### src/rtl/ram_arb_pkg.sv
// Shared types and constants for the supervisor/CPU SRAM arbiter.
package ram_arb_pkg;

    typedef enum logic [2:0] {
        ST_IDLE      = 3'd0,
        ST_HOLD_WAIT = 3'd1,
        ST_SETUP     = 3'd2,
        ST_ACCESS    = 3'd3,
        ST_RELEASE   = 3'd4,
        ST_DRAIN     = 3'd5
    } ram_arb_state_t;

    localparam int DEFAULT_ADDR_W = 23;
    localparam int BE_HIGH        = 1;
    localparam int BE_LOW         = 0;

    // One counter serves both the access wait and the HLDA timeout, so it must hold the larger span.
    function automatic int cnt_width(input int wait_states, input int hlda_timeout);
        int span;
        span = (wait_states + 1 > hlda_timeout + 1) ? wait_states + 1 : hlda_timeout + 1;
        return (span > 1) ? $clog2(span) : 1;
    endfunction

endpackage

### src/rtl/ram_arbiter_timer.sv
// arb_timer: loadable saturating down-counter; done while the count sits at zero.
module arb_timer #(
    parameter int W = 8
) (
    input  logic         clk,
    input  logic         _rst,
    input  logic         load,
    input  logic [W-1:0] load_val,
    input  logic         dec,
    output logic         done
);

    logic [W-1:0] count_reg;

    always_ff @(posedge clk or negedge _rst) begin
        if (!_rst) begin
            count_reg <= '0;
        end else if (load) begin
            count_reg <= load_val;
        end else if (dec && (count_reg != '0)) begin
            count_reg <= count_reg - 1'b1;
        end
    end

    assign done = (count_reg == '0);

endmodule

### src/rtl/ram_arbiter.sv
// ram_arbiter: lends the external SRAM to the supervisor debug port via HOLD/HLDA for one timed access.
// Define RAM_ARB_TIMEOUT_EN to abort with sv_err when HLDA never arrives.
module ram_arbiter
    import ram_arb_pkg::*;
#(
    parameter int WAIT_STATES  = 2,
    parameter int HLDA_TIMEOUT = 255,
    parameter int ADDR_W       = DEFAULT_ADDR_W
) (
    input  logic              clk,
    input  logic              _rst,
    input  logic              sv_req,
    input  logic              sv_wr,
    input  logic [ADDR_W-1:0] sv_addr,
    input  logic [1:0]        sv_be,
    input  logic [15:0]       sv_wdata,
    output logic [15:0]       sv_rdata,
    output logic              sv_ack,
    output logic              sv_err,
    output logic              hold,
    input  logic              hlda,
    input  logic              cpu_ramcs,
    input  logic              cpu_ramwe,
    output logic              ramcs,
    output logic              ramwe,
    output logic              owner,
    output logic [ADDR_W-1:0] bus_a,
    output logic              _bus_bhe,
    output logic              _bus_ble,
    input  logic [15:0]       d_in,
    output logic [15:0]       d_out,
    output logic [1:0]        d_oe
);

    localparam int CNT_W = cnt_width(WAIT_STATES, HLDA_TIMEOUT);
    localparam logic [CNT_W-1:0] ACCESS_LOAD  = CNT_W'(WAIT_STATES);
    localparam logic [CNT_W-1:0] TIMEOUT_LOAD = CNT_W'((HLDA_TIMEOUT > 0) ? HLDA_TIMEOUT - 1 : 0);

    ram_arb_state_t    state_reg, state_next;

    logic [ADDR_W-1:0] addr_reg;
    logic              wr_reg;
    logic [1:0]        be_reg;
    logic [15:0]       wdata_reg;

    logic              hold_reg, hold_next;
    logic              owner_reg, owner_next;
    logic              ramcs_reg, ramcs_next;
    logic              ramwe_reg, ramwe_next;
    logic              ack_reg, ack_next;
    logic [ADDR_W-1:0] bus_a_reg, bus_a_next;
    logic [1:0]        be_n_reg, be_n_next;
    logic [1:0]        d_oe_reg, d_oe_next;

    logic              latch_req;
    logic              capture;
    logic              tmr_load;
    logic              tmr_dec;
    logic              tmr_done;
    logic [CNT_W-1:0]  tmr_load_val;
    logic              pass_through;

`ifdef RAM_ARB_TIMEOUT_EN
    logic              err_reg, err_next;
`endif

    arb_timer #(.W(CNT_W)) u_timer (
        .clk      (clk),
        ._rst     (_rst),
        .load     (tmr_load),
        .load_val (tmr_load_val),
        .dec      (tmr_dec),
        .done     (tmr_done)
    );

    always_ff @(posedge clk or negedge _rst) begin
        if (!_rst) begin
            state_reg <= ST_IDLE;
            hold_reg  <= 1'b0;
            owner_reg <= 1'b0;
            ramcs_reg <= 1'b1;
            ramwe_reg <= 1'b1;
            ack_reg   <= 1'b0;
            bus_a_reg <= '0;
            be_n_reg  <= 2'b11;
            d_oe_reg  <= 2'b00;
        end else begin
            state_reg <= state_next;
            hold_reg  <= hold_next;
            owner_reg <= owner_next;
            ramcs_reg <= ramcs_next;
            ramwe_reg <= ramwe_next;
            ack_reg   <= ack_next;
            bus_a_reg <= bus_a_next;
            be_n_reg  <= be_n_next;
            d_oe_reg  <= d_oe_next;
        end
    end

    always_ff @(posedge clk or negedge _rst) begin
        if (!_rst) begin
            addr_reg  <= '0;
            wr_reg    <= 1'b0;
            be_reg    <= 2'b00;
            wdata_reg <= '0;
        end else if (latch_req) begin
            addr_reg  <= sv_addr;
            wr_reg    <= sv_wr;
            be_reg    <= sv_be;
            wdata_reg <= sv_wdata;
        end
    end

    always_comb begin
        state_next   = state_reg;
        latch_req    = 1'b0;
        capture      = 1'b0;
        tmr_load     = 1'b0;
        tmr_load_val = '0;
        tmr_dec      = 1'b0;
`ifdef RAM_ARB_TIMEOUT_EN
        err_next     = 1'b0;
`endif
        case (state_reg)
            ST_IDLE: begin
                if (sv_req) begin
                    latch_req    = 1'b1;
                    tmr_load     = 1'b1;
                    tmr_load_val = TIMEOUT_LOAD;
                    state_next   = ST_HOLD_WAIT;
                end
            end
            ST_HOLD_WAIT: begin
                // hlda is tested first so a grant on the expiry cycle still proceeds.
                if (hlda) begin
                    state_next = ST_SETUP;
                end
`ifdef RAM_ARB_TIMEOUT_EN
                else if (tmr_done) begin
                    err_next   = 1'b1;
                    state_next = ST_DRAIN;
                end else begin
                    tmr_dec = 1'b1;
                end
`endif
            end
            ST_SETUP: begin
                if (be_reg == 2'b00) begin
                    state_next = ST_RELEASE;
                end else begin
                    tmr_load     = 1'b1;
                    tmr_load_val = ACCESS_LOAD;
                    state_next   = ST_ACCESS;
                end
            end
            ST_ACCESS: begin
                if (tmr_done) begin
                    capture    = !wr_reg;
                    state_next = ST_RELEASE;
                end else begin
                    tmr_dec = 1'b1;
                end
            end
            ST_RELEASE: state_next = ST_DRAIN;
            ST_DRAIN: begin
                if (!hlda) begin
                    state_next = ST_IDLE;
                end
            end
            default: state_next = ST_IDLE;
        endcase

        // Outputs are decoded from the next state so they appear registered in the state they belong to.
        owner_next = (state_next == ST_SETUP) || (state_next == ST_ACCESS) || (state_next == ST_RELEASE);
        hold_next  = owner_next || (state_next == ST_HOLD_WAIT);
        ramcs_next = (state_next != ST_ACCESS);
        ramwe_next = !((state_next == ST_ACCESS) && wr_reg);
        d_oe_next  = (wr_reg && ((state_next == ST_ACCESS) || (state_next == ST_RELEASE))) ? be_reg : 2'b00;
        ack_next   = (state_next == ST_RELEASE);
        bus_a_next = owner_next ? addr_reg : '0;
        be_n_next  = owner_next ? ~be_reg : 2'b11;
    end

    for (genvar gi = 0; gi < 2; gi++) begin : g_lane
        logic [7:0] rdata_lane_reg;

        always_ff @(posedge clk or negedge _rst) begin
            if (!_rst) begin
                rdata_lane_reg <= 8'h00;
            end else if (capture && be_reg[gi]) begin
                rdata_lane_reg <= d_in[gi*8 +: 8];
            end
        end

        assign sv_rdata[gi*8 +: 8] = rdata_lane_reg;
    end

`ifdef RAM_ARB_TIMEOUT_EN
    always_ff @(posedge clk or negedge _rst) begin
        if (!_rst) begin
            err_reg <= 1'b0;
        end else begin
            err_reg <= err_next;
        end
    end
    assign sv_err = err_reg;
`else
    assign sv_err = 1'b0;
`endif

    // The CPU keeps direct control of the RAM strobes whenever the arbiter does not own the bus.
    assign pass_through = (state_reg == ST_IDLE) || (state_reg == ST_HOLD_WAIT) || (state_reg == ST_DRAIN);
    assign ramcs        = !_rst || (pass_through ? cpu_ramcs : ramcs_reg);
    assign ramwe        = !_rst || (pass_through ? cpu_ramwe : ramwe_reg);

    assign sv_ack   = ack_reg;
    assign hold     = hold_reg;
    assign owner    = owner_reg;
    assign bus_a    = bus_a_reg;
    assign _bus_bhe = be_n_reg[BE_HIGH];
    assign _bus_ble = be_n_reg[BE_LOW];
    assign d_out    = wdata_reg;
    assign d_oe     = d_oe_reg;

endmodule
### config.mk
export PLATFORM = sky130hd
export DESIGN_NAME = ram_arbiter
export DESIGN_NICKNAME = d
export VERILOG_FILES = /design/src/rtl/ram_arb_pkg.sv /design/src/rtl/ram_arbiter_timer.sv /design/src/rtl/ram_arbiter.sv
export SDC_FILE = /design/constraint.sdc
export NUM_CORES = 1
export LEC_CHECK = 0
export ABC_CLOCK_PERIOD_IN_PS = 2200
export BUFFER_PORTS_ARGS = -buffer_cell sky130_fd_sc_hd__clkbuf_2
export CORE_ASPECT_RATIO = 1.4
export CORE_MARGIN = 2
export CORE_UTILIZATION = 45
export CTS_CLUSTER_SIZE = 28
export DETAILED_ROUTE_END_ITERATION = 10
export GPL_TIMING_DRIVEN = 0
export HOLD_SLACK_MARGIN = 0.12
export PLACE_DENSITY_LB_ADDON = 0.12
export SETUP_SLACK_MARGIN = 0.5
export SYNTH_ARGS = -nofsm -noshare
export SYNTH_HDL_FRONTEND = slang
export SYNTH_SLANG_ARGS = --single-unit
### constraint.sdc
create_clock -name clk -period 2.2 [get_ports clk]
set_input_delay 0.33 -clock clk [delete_from_list [all_inputs] [get_ports clk]]
set_output_delay 0.33 -clock clk [all_outputs]
set_load 0.005 [all_outputs]
== Yosys cells after proc, flatten, opt, wreduce, memory -nomap -nowiden ==
Cells that the tools add are included.

* Bits in registers: 101
* Input port bits: 64
* Output and inout port bits: 65
* Word-level logic and storage cells: 73

* Add/subtract/negate cells: 1
* Equal/unequal tests: 10
* Mux-type cells: 24
* Bitwise operators: 1
* Reduce and logical (&&, ||, !) cells: 21

{| class="wikitable"
|+ Operators by type and width
! operator !! count
|-
| 8-bit two-way mux || 3
|-
| 23-bit two-way mux || 1
|-
| 3-bit case mux with 6 select lines || 1
|-
| 8-bit case mux with 2 select lines || 1
|-
| 3-bit two-way mux || 5
|-
| 3-bit by 2-bit equality test with 1-bit output, second input constant || 4
|-
| 3-bit equality test, second input constant || 3
|-
| 1-bit two-way mux || 9
|-
| 8-bit zero test || 1
|-
| 1-bit logical OR || 8
|-
| 8-bit nonzero test || 1
|-
| 8-bit by 1-bit subtractor with 8-bit output, second input constant || 1
|-
| 3-bit by 1-bit equality test with 1-bit output, second input constant || 2
|-
| 2-bit two-way mux || 3
|-
| 1-bit logical AND || 5
|-
| 1-bit zero test || 3
|-
| 3-bit zero test || 1
|-
| 3-bit by 2-bit != test with 1-bit output, second input constant || 1
|-
| 2-bit zero test || 1
|-
| 2-bit inverter || 1
|-
| 1-bit case mux with 2 select lines || 1
|-
| 2-bit nonzero test || 1
|}

== Longest topological paths before layout ==
Gate-level depths: netlist (run 1).

* Word-level depth: 7
* Gate-level depth with buffers: 6

== Hierarchy ==
A second synthesis (run 1) with hierarchy kept.

* Cells, all modules: 282
* Area, all modules: 4005.1 sq um

{| class="wikitable"
|+ Modules (own cells, without submodules)
! module !! times used !! cells an instance !! area an instance (sq um)
|-
| ram_arbiter || 1 || 224 || 3477.1
|-
| arb_timer || 1 || 58 || 528.0
|}

== Least setup slack after synthesis (run 1) ==
Ideal clock, no wire load.

* Path type: register to register
* From: register u_timer.count_reg[0]
* To: register g_lane[0].rdata_lane_reg[6]
* Setup time: 0.125 ns
* Arrival time: 1.921 ns
* Data required time: 2.075 ns
* Slack: 0.154 ns
* Stages on the path, launching flop included: 7
* Path buffers: 0
* Period minus slack after synthesis: 2.046 ns
* Cell sequence: dfrtp_1 > inv_1 > ha_1 > or4b_4 > nor4_4 > nand2_4 > mux2_4

* Cells in the longest elaborated chain, start to end: 4

{| class="wikitable"
|+ RTL lines
! item !! line !! text
|-
| from (decl) || ram_arbiter_timer.sv:13 || <nowiki>logic [W-1:0] count_reg;</nowiki>
|-
| from (signal assigned) || ram_arbiter_timer.sv:19 || <nowiki>count_reg <= load_val;</nowiki>
|-
| from (signal assigned) || ram_arbiter_timer.sv:21 || <nowiki>count_reg <= count_reg - 1'b1;</nowiki>
|-
| 8-bit zero test || ram_arbiter_timer.sv:25 || <nowiki>assign done = (count_reg == '0);</nowiki>
|-
| 1-bit two-way mux || ram_arbiter.sv:157 || <nowiki>if (tmr_done) begin</nowiki>
|-
| 1-bit two-way mux || ram_arbiter.sv:124 || <nowiki>case (state_reg)</nowiki>
|-
| 1-bit logical AND || ram_arbiter.sv:190 || <nowiki>end else if (capture && be_reg[gi]) begin</nowiki>
|-
| to (signal assigned) || ram_arbiter.sv:191 || <nowiki>rdata_lane_reg <= d_in[gi*8 +: 8];</nowiki>
|-
| to (decl) || ram_arbiter.sv:185 || <nowiki>logic [7:0] rdata_lane_reg;</nowiki>
|}

Every way passes these cells.
A chain may end at the register's enable or synchronous reset.

== Worst setup path in the final report (run 1) ==
* From: register u_timer.count_reg[1]
* To: register g_lane[0].rdata_lane_reg[6]

Same word-level chain as after synthesis.

==> results of run 1 <==
[what timing repair did]
| action | 4_1_cts | 5_1_grt |
|---|---|---|
| setup buffers | 9 | 10 |
| pin swaps | 8 | 10 |
| endpoints found under the setup margin | 92 | 89 |
| resized for setup | 27 | 37 |
| endpoints found under the hold margin | 36 | 36 |
[area by class of cell]
class | count | area [um2]
fill | 739 | 3190
sequential | 101 | 2530
multi-input combinational | 242 | 1460
timing repair buffer | 147 | 828
clock buffer | 9 | 225
tap | 105 | 131
buffer | 16 | 119
clock inverter | 7 | 60.1
inverter | 3 | 15.0
[placed cells by master, fill, tap and decap left out, types with 3 or more instances in the layout]
cell and instances:
sky130_fd_sc_hd__buf_4 21, sky130_fd_sc_hd__nand2_1 133, sky130_fd_sc_hd__and2_1 23, sky130_fd_sc_hd__nor2_1 3
sky130_fd_sc_hd__clkbuf_16 9, sky130_fd_sc_hd__nand2_4 3, sky130_fd_sc_hd__clkinv_4 3, sky130_fd_sc_hd__clkinvlp_4 4
sky130_fd_sc_hd__a211o_1 4, sky130_fd_sc_hd__buf_6 3, sky130_fd_sc_hd__dfstp_2 4, sky130_fd_sc_hd__dfrtp_1 96
sky130_fd_sc_hd__mux2_2 13, sky130_fd_sc_hd__o211ai_1 4, sky130_fd_sc_hd__o21ai_0 3, sky130_fd_sc_hd__mux2_4 3
sky130_fd_sc_hd__nor3_1 8, sky130_fd_sc_hd__clkbuf_2 131
[how the worst max path moves through the flow]
stage	startpoint	to	slack [ns]	depth (start not counted)
floorplan	u_timer.count_reg[0]	g_lane[0].rdata_lane_reg[6]	0.21	6
global placement	_rst	ramcs	-0.66	3
detailed placement	state_reg[1]	d_out[0]	-0.32	5
CTS	u_timer.count_reg[0]	g_lane[1].rdata_lane_reg[6]	0.14	6
global route	u_timer.count_reg[1]	g_lane[0].rdata_lane_reg[7]	0.11	6
finish	u_timer.count_reg[1]	g_lane[0].rdata_lane_reg[6]	0.19	6
[worst reg2reg max path, stage by stage (launching register included)]
cell and delay [ns]:
sky130_fd_sc_hd__dfrtp_1 0.40, sky130_fd_sc_hd__inv_2 0.08, sky130_fd_sc_hd__ha_4 0.12, sky130_fd_sc_hd__or4b_4 0.46, sky130_fd_sc_hd__nor4_4 0.35, sky130_fd_sc_hd__nand2_4 0.16, sky130_fd_sc_hd__mux2_4 0.33
[routing by layer]
metal	wire, um	track usage [%]	up-vias
li1	-	-	1501
met1	3560	23.2	1468
met2	4250	30.1	87
met3	530	5.60	11
met4	151	7.98	0
met5	0	0	-
[kinds of logic after synthesis]
group	Yosys count	share of synthesized area (%)
simple gates	193	22.8
xor+xnor	2	0.444
compound gates	27	4.76
flops	101	64.2
fa+ha+maj	1	0.317
buf+inv	19	2.09
mux	18	5.36
other cells	1	0.0950
[power by group]
| group | internal, mW | switching [mW] | leakage (nW) |
|---|---|---|---|
| logic | 1.26 | 1.32 | 1.46 |
| clock network | 0.780 | 0.694 | 0.130 |
| registers | 2.62 | 0.428 | 1.25 |
==> tab_implementation.tex, run 1 <==
\begin{tabular}{lr}
\hline
Metric & Value \\
\hline
\multicolumn{2}{l}{\textbf{Status}} \\
\quad Status & complete, but fails checks \\
\quad Violations in the final reports & negative hold slack \\
\multicolumn{2}{l}{\textbf{Synthesis}} \\
\quad Cell count after synthesis & 362 \\
\quad Number of synthesized register bits & around 100 \\
\quad Most used flip-flop cell after synthesis & sky130\_fd\_sc\_hd\_\_dfrtp\_1 \\
\quad Per-instance average area after synthesis & 10.9 um2 \\
\quad Synth top area share & 61.5\% \\
\quad Total of warnings raised by yosys & 0 \\
\quad Syn Std Cell Area & 3950 um2 \\
\quad Largest cells by area after synthesis & sky130\_fd\_sc\_hd\_\_dfrtp\_1 (62\%), sky130\_fd\_sc\_hd\_\_nand2\_1 (13\%), sky130\_fd\_sc\_hd\_\_mux2\_2 (3.7\%), sky130\_fd\_sc\_hd\_\_and2\_1 (3.6\%), sky130\_fd\_sc\_hd\_\_dfstp\_2 (2.7\%) \\
\quad Async set-reset flop share out of synthesis & 100\% \\
\quad Commonest cells in the synthesized netlist & sky130\_fd\_sc\_hd\_\_nand2\_1 (134), sky130\_fd\_sc\_hd\_\_dfrtp\_1 (97), sky130\_fd\_sc\_hd\_\_and2\_1 (23) \\
\quad Post-synthesis sequential area ratio & 64.2\% \\
\quad Number of flops mapped to enable cells by yosys & 0 \\
\quad Leading cell type by number of instances after synthesis & sky130\_fd\_sc\_hd\_\_nand2\_1 \\
\quad Number of library cell types mapped by synthesis & 43 \\
\quad Net Count, Synth & 427 \\
\quad Area leader, netlist & sky130\_fd\_sc\_hd\_\_dfrtp\_1 \\
\multicolumn{2}{l}{\textbf{Die}} \\
\quad Floorplan die height & approximately 110 um \\
\quad Die ar. & 9550 um2 \\
\quad Initial Utilization & between 40\% and 50\% \\
\quad Cell Rows & 40 \\
\quad Die width & about 83 um \\
\quad Ports & 129 \\
\quad Core Area & 8560 um2 \\
\multicolumn{2}{l}{\textbf{Detailed routing}} \\
\quad First-pass detailed-route iteration total & 4 \\
\quad Antenna-violating nets left & 0 \\
\quad Initial drt markers & around 170 \\
\quad Routed via count & between 3000 and 4000 \\
\quad Via density per instance & approximately 4.9 \\
\quad Drt wl/cell & 13.5 um \\
\quad Routed wire length & 8490 um \\
\quad Drc violations & 0 \\
\multicolumn{2}{l}{\textbf{Placed design}} \\
\quad Standard cell area after detailed placement & 4760 um2 \\
\quad Port Buffers & 127 \\
\quad Total instance count after detailed placement & 595 \\
\quad Post-placement worst setup slack & -0.319 ns \\
\quad HPWL after DPL & 5840 um \\
\quad Final weighted congestion in routability-driven placement & 0.855 \\
\multicolumn{2}{l}{\textbf{Clocking}} \\
\quad Cell chosen for the clock root & sky130\_fd\_sc\_hd\_\_clkbuf\_16 \\
\quad Clock transition at path regs & 0.07 ns \\
\quad H-Tree Level Count & 3 \\
\quad Number of CTS-inserted buffers & 9 \\
\quad TritonCTS clock tree & done \\
\quad Buffer levels on the longest clock path & 2 \\
\quad Clk Latency, worst-skew pair & 0.34 ns \\
\quad Sink count of the clock tree & about 100 \\
\multicolumn{2}{l}{\textbf{Timing}} \\
\quad Fin Clk Skew & 0.00380 ns \\
\quad Endpoints failing setup & 0 \\
\quad Worst slew slack as a fraction of its limit & 57.6\% \\
\quad Count of endpoints failing hold in the final timing report & 6 \\
\quad Actual slew at the worst max-slew pin & 0.632 ns \\
\quad Unrepaired setup endpoints after global routing & yes \\
\quad Final worst hold slack & -0.00817 ns \\
\quad Setup WS post-layout & 0.189 ns \\
\quad Peak clock frequency supported by timing & 0.497 GHz \\
\quad Shortest clock period the worst path allows after layout & 2.01 ns \\
\quad Count of final max-slew check failures & 0 \\
\quad Crit share post-route & 91.4\% \\
\quad Setup TNS & 0 ns \\
\multicolumn{2}{l}{\textbf{GRT}} \\
\quad Largest net degree at the start of global routing & 68 \\
\quad First-pass GRT wire length & 14000 um \\
\quad Total track usage & 18.5\% \\
\quad Via count of the first global-routing pass & 2941 \\
\quad Remaining Overflow, GRT & 0 \\
\quad Number of antenna violations at the first check in global routing & 0 \\
\multicolumn{2}{l}{\textbf{Worst setup path}} \\
\quad Crit path kind & flip-flop to flip-flop \\
\quad Worst endpoint data arrival time & 2.23 ns \\
\quad Crit path cell chain & inv\_2 > ha\_4 > or4b\_4 > nor4\_4 > nand2\_4 > mux2\_4 \\
\quad WP buf/inv & 1 \\
\quad Reg-to-reg setup timing slack & 0.19 ns \\
\quad R2R depth & 6 \\
\quad Cell family contributing the most delay on the critical path & simple AND/OR/NAND/NOR gates \\
\quad Worst Setup Start Kind & flip-flop \\
\quad Reg-to-Reg Start & u\_timer.count\_reg[1] \\
\quad Capture point of the worst reg-to-reg path & g\_lane[0].rdata\_lane\_reg[6] \\
\quad CP endpoint kind & flip-flop \\
\quad Critical Path RT & 2.42 ns \\
\quad Critical path's largest stage delay & 0.46 ns \\
\quad Critical-path top delay cell & sky130\_fd\_sc\_hd\_\_or4b\_4 \\
\quad Largest driver fanout on the critical path & 8 \\
\multicolumn{2}{l}{\textbf{Power and ir drop}} \\
\quad Ratio of total power to cell area & 1320 nW/um2 \\
\quad Post-route total power & 7.10 mW \\
\quad Largest vdd supply drop & 0.000679 V \\
\quad Static power due to leakage & between 2 and 3 nW \\
\multicolumn{2}{l}{\textbf{Min path}} \\
\quad Path type of the worst min-delay path & input pin to async pin \\
\multicolumn{2}{l}{\textbf{Run}} \\
\quad Max cap viols & 0 \\
\multicolumn{2}{l}{\textbf{Layout}} \\
\quad Fin cells & between 600 and 700 \\
\quad Core occupancy in the finished layout & $\sim$63\% \\
\quad Ant diodes & 0 \\
\quad Final net count & approximately 600 \\
\quad Area growth, synth to finish & 36.1\% \\
\quad Share of final-layout standard cells stronger than drive strength 1 & 42.7\% \\
\quad Area of all placed cells without fillers & 5370 um2 \\
\hline
\end{tabular}
No activity file was read; power rests on OpenSTA's default activity.
==> run 2: changes to the inputs <==
--- a/config.mk
+++ b/config.mk
@@ -15,6 +15,7 @@
 export GPL_TIMING_DRIVEN = 0
 export HOLD_SLACK_MARGIN = 0.12
 export PLACE_DENSITY_LB_ADDON = 0.12
+export RECOVER_POWER = 50
 export SETUP_SLACK_MARGIN = 0.5
 export SYNTH_ARGS = -nofsm -noshare
 export SYNTH_HDL_FRONTEND = slang
==> tab_implementation.tex, run 2 (synthesized netlist as in run 1, its figures left out) <==
\begin{tabular}{lr}
\hline
Metric & Value \\
\hline
\multicolumn{2}{l}{\textbf{Die}} \\
\quad Floorplan die height & 115 um (unchanged) \\
\quad Ports & 129 (unchanged) \\
\quad Cell Rows & 40 (unchanged) \\
\quad Die width & 83.1 um (unchanged) \\
\quad Core Area & 8560 um2 (unchanged) \\
\quad Die ar. & 9550 um2 (unchanged) \\
\quad Initial Utilization & 46.1\% (unchanged) \\
\multicolumn{2}{l}{\textbf{Detailed routing}} \\
\quad Drc violations & 0 (unchanged) \\
\quad Routed wire length & 8490 um (about the same) \\
\quad Via density per instance & 4.88 (was 4.87) \\
\quad Antenna-violating nets left & 0 (unchanged) \\
\quad Drt wl/cell & 13.5 um (about the same) \\
\quad Routed via count & 3075 (was 3067) \\
\quad First-pass detailed-route iteration total & 4 (unchanged) \\
\quad Initial drt markers & 190 (was 171) \\
\multicolumn{2}{l}{\textbf{Timing}} \\
\quad Final worst hold slack & -0.00981 ns (was -0.00817 ns) \\
\quad Peak clock frequency supported by timing & 0.497 GHz (about the same) \\
\quad Actual slew at the worst max-slew pin & 0.631 ns (was 0.632 ns) \\
\quad Fin Clk Skew & 0.00379 ns (was 0.00380 ns) \\
\quad Count of final max-slew check failures & 0 (unchanged) \\
\quad Unrepaired setup endpoints after global routing & yes (unchanged) \\
\quad Count of endpoints failing hold in the final timing report & 17 (was 6) \\
\quad Setup WS post-layout & 0.189 ns (about the same) \\
\quad Worst slew slack as a fraction of its limit & 57.6\% (about the same) \\
\quad Shortest clock period the worst path allows after layout & 2.01 ns (about the same) \\
\quad Endpoints failing setup & 0 (unchanged) \\
\quad Crit share post-route & 91.4\% (about the same) \\
\multicolumn{2}{l}{\textbf{Layout}} \\
\quad Top library cells by usage in the layout, fill and taps aside & sky130\_fd\_sc\_hd\_\_nand2\_1 (133), sky130\_fd\_sc\_hd\_\_clkbuf\_2 (114), sky130\_fd\_sc\_hd\_\_dfrtp\_1 (96) (was sky130\_fd\_sc\_hd\_\_nand2\_1 (133), sky130\_fd\_sc\_hd\_\_clkbuf\_2 (131), sky130\_fd\_sc\_hd\_\_dfrtp\_1 (96)) \\
\quad Area growth, synth to finish & 35.5\% (was 36.1\%) \\
\quad Area of all placed cells without fillers & 5350 um2 (was 5370 um2) \\
\quad Ant diodes & 0 (unchanged) \\
\quad Leading cell type in the layout, fill and taps excluded & sky130\_fd\_sc\_hd\_\_nand2\_1 (unchanged) \\
\quad Share of final-layout standard cells stronger than drive strength 1 & 39.4\% (was 42.7\%) \\
\quad Core occupancy in the finished layout & 62.5\% (was 62.7\%) \\
\quad Final net count & 585 (unchanged) \\
\multicolumn{2}{l}{\textbf{Placed design}} \\
\quad Post-placement worst setup slack & -0.319 ns (unchanged) \\
\quad Final weighted congestion in routability-driven placement & 0.855 (unchanged) \\
\quad HPWL after DPL & 5840 um (unchanged) \\
\quad Port Buffers & 127 (unchanged) \\
\quad Standard cell area after detailed placement & 4760 um2 (unchanged) \\
\multicolumn{2}{l}{\textbf{Worst setup path}} \\
\quad CP endpoint kind & flip-flop (unchanged) \\
\quad Crit path cell chain & inv\_2 > ha\_4 > or4b\_4 > nor4\_4 > nand2\_4 > mux2\_4 (unchanged) \\
\quad Largest driver fanout on the critical path & 8 (unchanged) \\
\quad Worst endpoint data arrival time & 2.23 ns (about the same) \\
\quad Critical-path top delay cell & sky130\_fd\_sc\_hd\_\_or4b\_4 (unchanged) \\
\quad Critical path's largest stage delay & 0.46 ns (about the same) \\
\quad R2R depth & 6 (unchanged) \\
\quad Worst Setup Start Kind & flip-flop (unchanged) \\
\quad Critical Path RT & 2.42 ns (about the same) \\
\quad Cell family contributing the most delay on the critical path & simple AND/OR/NAND/NOR gates (unchanged) \\
\quad Crit path kind & flip-flop to flip-flop (unchanged) \\
\quad WP buf/inv & 1 (unchanged) \\
\quad Number of gates on the worst path with buffers counted & 6 (unchanged) \\
\multicolumn{2}{l}{\textbf{GRT}} \\
\quad Number of antenna violations at the first check in global routing & 0 (unchanged) \\
\quad First-pass GRT wire length & 14000 um (unchanged) \\
\quad Total track usage & 18.5\% (unchanged) \\
\quad Largest net degree at the start of global routing & 68 (unchanged) \\
\quad Via count of the first global-routing pass & 2941 (unchanged) \\
\quad Remaining Overflow, GRT & 0 (unchanged) \\
\multicolumn{2}{l}{\textbf{Clocking}} \\
\quad H-Tree Level Count & 3 (unchanged) \\
\quad Number of CTS-inserted buffers & 9 (unchanged) \\
\quad Cell chosen for the clock root & sky130\_fd\_sc\_hd\_\_clkbuf\_16 (unchanged) \\
\quad Clock transition at path regs & 0.07 ns (about the same) \\
\quad Clk Latency, worst-skew pair & 0.34 ns (about the same) \\
\quad Buffer levels on the longest clock path & 2 (unchanged) \\
\quad Sink count of the clock tree & 101 (unchanged) \\
\quad TritonCTS clock tree & done (unchanged) \\
\multicolumn{2}{l}{\textbf{Status}} \\
\quad Status & complete, but fails checks (unchanged) \\
\quad Violations in the final reports & negative hold slack (unchanged) \\
\multicolumn{2}{l}{\textbf{Min path}} \\
\quad Path type of the worst min-delay path & input pin to async pin (unchanged) \\
\multicolumn{2}{l}{\textbf{Power and ir drop}} \\
\quad Largest vdd supply drop & 0.000677 V (was 0.000679 V) \\
\quad Static power due to leakage & 2.78 nW (was 2.84 nW) \\
\quad Ratio of total power to cell area & 1320 nW/um2 (about the same) \\
\quad Post-route total power & 7.06 mW (was 7.10 mW) \\
\multicolumn{2}{l}{\textbf{Run}} \\
\quad Max cap viols & 0 (unchanged) \\
\hline
\end{tabular}
==> run 2: cell counts in the layout (fill, tap and decap cells not counted) <==
No cell type changed its count.
==> run 2: layer usage <==
layer  global-route usage [%]  up-vias  part of all wire [%]
li1                         -     1500                     -
met2                     30.1       91                    50
met4                     7.98        0                   1.8
met5                        0        -                     0
met3                     5.60       11                   6.4
met1                     23.2     1473                    41
==> run 2: worst paths after layout <==
path	startpoint	to	slack, ns
max in group asynchronous	_rst	be_n_reg[1]	1.49
worst min register to register	addr_reg[21]	addr_reg[21]	0.47
worst max-delay path	u_timer.count_reg[1]	g_lane[1].rdata_lane_reg[6]	0.19
min in group clk	sv_addr[19]	addr_reg[19]	0.18
worst max register to register	u_timer.count_reg[1]	g_lane[1].rdata_lane_reg[6]	0.19
worst min-delay path	_rst	state_reg[0]	-0.01
==> run 2: stage by stage <==
stage | instances | setup TNS, ns
after CTS | 620 | 0
after global placement | 594 | -53.08
final | 630 | 0
after floorplan | 362 | 0
after global routing | 630 | 0
after detailed placement | 595 | -2.98
==> run 2: layout make-up <==
cell class              instances  area, um2
well taps                     105        131
fillers                       748       3210
plain buffers                  16        119
repair buffers                147        807
clock buffers                   9        225
inverters                       3       15.0
multi-input cells             242       1460
clock inverters                 7       60.1
flip-flops and latches        101       2530
==> run 2: timing repair <==
action | 4_1_cts | 5_1_grt
buffers inserted | 9 | 10
endpoints found under the setup margin | 92 | 89
pin swaps | 8 | 10
endpoints found under the hold margin | 36 | 36
resized for setup | 27 | 37
==> run 2: power by group <==
group	internal [mW]	switching, mW	total (mW)
Sequential	2.62	0.428	3.05
Combinational	1.22	1.32	2.54
Clock	0.780	0.691	1.47
==> run 3: changes to the inputs <==
--- a/config.mk
+++ b/config.mk
@@ -16,6 +16,7 @@
 export HOLD_SLACK_MARGIN = 0.12
 export PLACE_DENSITY_LB_ADDON = 0.12
 export RECOVER_POWER = 50
+export REMOVE_ABC_BUFFERS = 1
 export SETUP_SLACK_MARGIN = 0.5
 export SYNTH_ARGS = -nofsm -noshare
 export SYNTH_HDL_FRONTEND = slang
==> tab_implementation.tex, run 3 (synthesized netlist as in run 1, its figures left out) <==
\begin{tabular}{lr}
\hline
Metric & Value \\
\hline
\multicolumn{2}{l}{\textbf{Clocking}} \\
\quad Clk Latency, worst-skew pair & 0.34 ns (about the same) \\
\quad H-Tree Level Count & 3 (unchanged) \\
\quad Clock transition at path regs & 0.07 ns (about the same) \\
\quad Sink count of the clock tree & 101 (unchanged) \\
\quad Number of CTS-inserted buffers & 9 (unchanged) \\
\quad TritonCTS clock tree & done (unchanged) \\
\quad Cell chosen for the clock root & sky130\_fd\_sc\_hd\_\_clkbuf\_16 (unchanged) \\
\quad Buffer levels on the longest clock path & 2 (unchanged) \\
\multicolumn{2}{l}{\textbf{Worst setup path}} \\
\quad Reg-to-reg setup timing slack & 0.28 ns (was 0.19 ns) \\
\quad WP buf/inv & 2 (was 1) \\
\quad Crit path kind & flip-flop to flip-flop (unchanged) \\
\quad Worst endpoint data arrival time & 2.15 ns (was 2.23 ns) \\
\quad CP endpoint kind & flip-flop (unchanged) \\
\quad Critical path's largest stage delay & 0.47 ns (was 0.46 ns) \\
\quad Critical Path RT & 2.42 ns (about the same) \\
\quad Cell family contributing the most delay on the critical path & simple AND/OR/NAND/NOR gates (unchanged) \\
\quad Critical-path top delay cell & sky130\_fd\_sc\_hd\_\_or4b\_4 (unchanged) \\
\quad Crit path cell chain & inv\_2 > ha\_4 > or4b\_4 > nor4\_4 > buf\_6 > nand2\_8 > mux2\_4 (was inv\_2 > ha\_4 > or4b\_4 > nor4\_4 > nand2\_4 > mux2\_4) \\
\quad Largest driver fanout on the critical path & 8 (unchanged) \\
\quad Worst Setup Start Kind & flip-flop (unchanged) \\
\multicolumn{2}{l}{\textbf{GRT}} \\
\quad Number of antenna violations at the first check in global routing & 0 (unchanged) \\
\quad First-pass GRT wire length & 13800 um (was 14000 um) \\
\quad Via count of the first global-routing pass & 2872 (was 2941) \\
\quad Largest net degree at the start of global routing & 68 (unchanged) \\
\quad Total track usage & 18.3\% (was 18.5\%) \\
\quad Remaining Overflow, GRT & 0 (unchanged) \\
\multicolumn{2}{l}{\textbf{Timing}} \\
\quad Setup TNS & 0 ns (unchanged) \\
\quad Count of final max-slew check failures & 0 (unchanged) \\
\quad Crit share post-route & 87.5\% (was 91.4\%) \\
\quad Fin Clk Skew & 0.00953 ns (was 0.00379 ns) \\
\quad Unrepaired setup endpoints after global routing & yes (unchanged) \\
\quad Actual slew at the worst max-slew pin & 0.874 ns (was 0.631 ns) \\
\quad Peak clock frequency supported by timing & 0.520 GHz (was 0.497 GHz) \\
\quad Setup WS post-layout & 0.276 ns (was 0.189 ns) \\
\quad Final worst hold slack & 0.173 ns (was -0.00981 ns) \\
\quad Shortest clock period the worst path allows after layout & 1.92 ns (was 2.01 ns) \\
\quad Endpoints failing setup & 0 (unchanged) \\
\quad Count of endpoints failing hold in the final timing report & 0 (was 17) \\
\quad Worst slew slack as a fraction of its limit & 41.8\% (was 57.6\%) \\
\multicolumn{2}{l}{\textbf{Min path}} \\
\quad Path type of the worst min-delay path & input pin to flip-flop (was input pin to async pin) \\
\multicolumn{2}{l}{\textbf{Detailed routing}} \\
\quad Initial drt markers & 159 (was 190) \\
\quad Routed via count & 3023 (was 3075) \\
\quad Drc violations & 0 (unchanged) \\
\quad Routed wire length & 8440 um (was 8490 um) \\
\quad First-pass detailed-route iteration total & 4 (unchanged) \\
\quad Drt wl/cell & 13.5 um (about the same) \\
\quad Via density per instance & 4.82 (was 4.88) \\
\quad Antenna-violating nets left & 0 (unchanged) \\
\multicolumn{2}{l}{\textbf{Die}} \\
\quad Die ar. & 9550 um2 (unchanged) \\
\quad Ports & 129 (unchanged) \\
\quad Core Area & 8560 um2 (unchanged) \\
\quad Floorplan die height & 115 um (unchanged) \\
\quad Die width & 83.1 um (unchanged) \\
\quad Initial Utilization & 46.1\% (unchanged) \\
\quad Cell Rows & 40 (unchanged) \\
\multicolumn{2}{l}{\textbf{Layout}} \\
\quad Area growth, synth to finish & 35.2\% (was 35.5\%) \\
\quad Top library cells by usage in the layout, fill and taps aside & sky130\_fd\_sc\_hd\_\_nand2\_1 (133), sky130\_fd\_sc\_hd\_\_clkbuf\_2 (113), sky130\_fd\_sc\_hd\_\_dfrtp\_1 (94) (was sky130\_fd\_sc\_hd\_\_nand2\_1 (133), sky130\_fd\_sc\_hd\_\_clkbuf\_2 (114), sky130\_fd\_sc\_hd\_\_dfrtp\_1 (96)) \\
\quad Leading cell type in the layout, fill and taps excluded & sky130\_fd\_sc\_hd\_\_nand2\_1 (unchanged) \\
\quad Ant diodes & 0 (unchanged) \\
\quad Share of final-layout standard cells stronger than drive strength 1 & 39.3\% (was 39.4\%) \\
\quad Final net count & 582 (was 585) \\
\quad Area of all placed cells without fillers & 5330 um2 (was 5350 um2) \\
\multicolumn{2}{l}{\textbf{Placed design}} \\
\quad Port Buffers & 127 (unchanged) \\
\quad Final weighted congestion in routability-driven placement & 0.825 (was 0.855) \\
\quad Post-placement worst setup slack & -0.185 ns (was -0.319 ns) \\
\quad HPWL after DPL & 5820 um (was 5840 um) \\
\quad Standard cell area after detailed placement & 4770 um2 (was 4760 um2) \\
\multicolumn{2}{l}{\textbf{Run}} \\
\quad Max cap viols & 0 (unchanged) \\
\multicolumn{2}{l}{\textbf{Status}} \\
\quad Status & finished, final reports clean (was complete, but fails checks) \\
\multicolumn{2}{l}{\textbf{Power and ir drop}} \\
\quad Largest vdd supply drop & 0.000732 V (was 0.000677 V) \\
\quad Static power due to leakage & 2.77 nW (was 2.78 nW) \\
\quad Ratio of total power to cell area & 1320 nW/um2 (about the same) \\
\hline
\end{tabular}
## run 3: cell types whose count changed in the layout (fill, tap and decap cells not counted), sizes merged
cell	delta
bufinv	+1
clkbuf	-5
clkinv	-1
buf	+1
dlygate4sd3	+1
inv	+2
clkinvlp	-2
## run 3: where the power goes
group          total [mW]  internal, mW  switching [mW]
clock                1.57         0.885           0.684
sequential           3.09          2.63           0.465
combinational        2.38          1.15            1.23
total                7.04          4.66            2.38
## run 3: tightest hold or removal path: stages
cell                       delay (ns)
sky130_fd_sc_hd__clkbuf_2        0.08
sky130_fd_sc_hd__nand2_1         0.04
sky130_fd_sc_hd__nand2_1         0.04
## run 3: path summary, 6_finish.rpt
path	endpoint	start	cells past startpoint
max	g_lane[1].rdata_lane_reg[0]	u_timer.count_reg[0]	7
min	d_out[5]	sv_wdata[5]	3
max reg2reg	g_lane[1].rdata_lane_reg[0]	u_timer.count_reg[0]	7
min reg2reg	addr_reg[13]	addr_reg[13]	2
max in group asynchronous	state_reg[2]	_rst	3
min in group asynchronous	ramcs_reg	_rst	2
## run 3: per-stage QoR
| stage | utilization (%) | cells | power, mW |
|---|---|---|---|
| floorplan | - | 346 | 4.16 |
| global placement | 54.2 | 578 | 4.98 |
| detailed placement | 55.7 | 587 | 5.16 |
| CTS | 61.2 | 614 | 6.94 |
| global route | 62.3 | 627 | 7.57 |
| finish | 62.3 | 627 | 7.04 |
## run 3: layout make-up
| cell class | count | area [um2] |
|---|---|---|
| repair buffers | 160 | 895 |
| clock buffers | 9 | 225 |
| well taps | 105 | 131 |
| fillers | 730 | 3220 |
| multi-input cells | 242 | 1460 |
| flip-flops and latches | 101 | 2540 |
| inverters | 3 | 13.8 |
| clock inverters | 7 | 72.6 |
## run 3: layer usage
metal	global-route usage (%)	vias up	routed length (um)
met1	22.2	1418	3440
li1	-	1490	-
met2	30.9	103	4220
met4	6.67	0	143
met5	0	-	0
met3	5.81	12	624
## run 3: timing repair
item / CTS / global route
endpoints found under the setup margin: 71 / 49
hold endpoints to repair: 32 / 0
hold buffers: 2 / 0
resized for setup: 16 / 14
buffers inserted: 9 / 13
pin swaps: 4 / 9
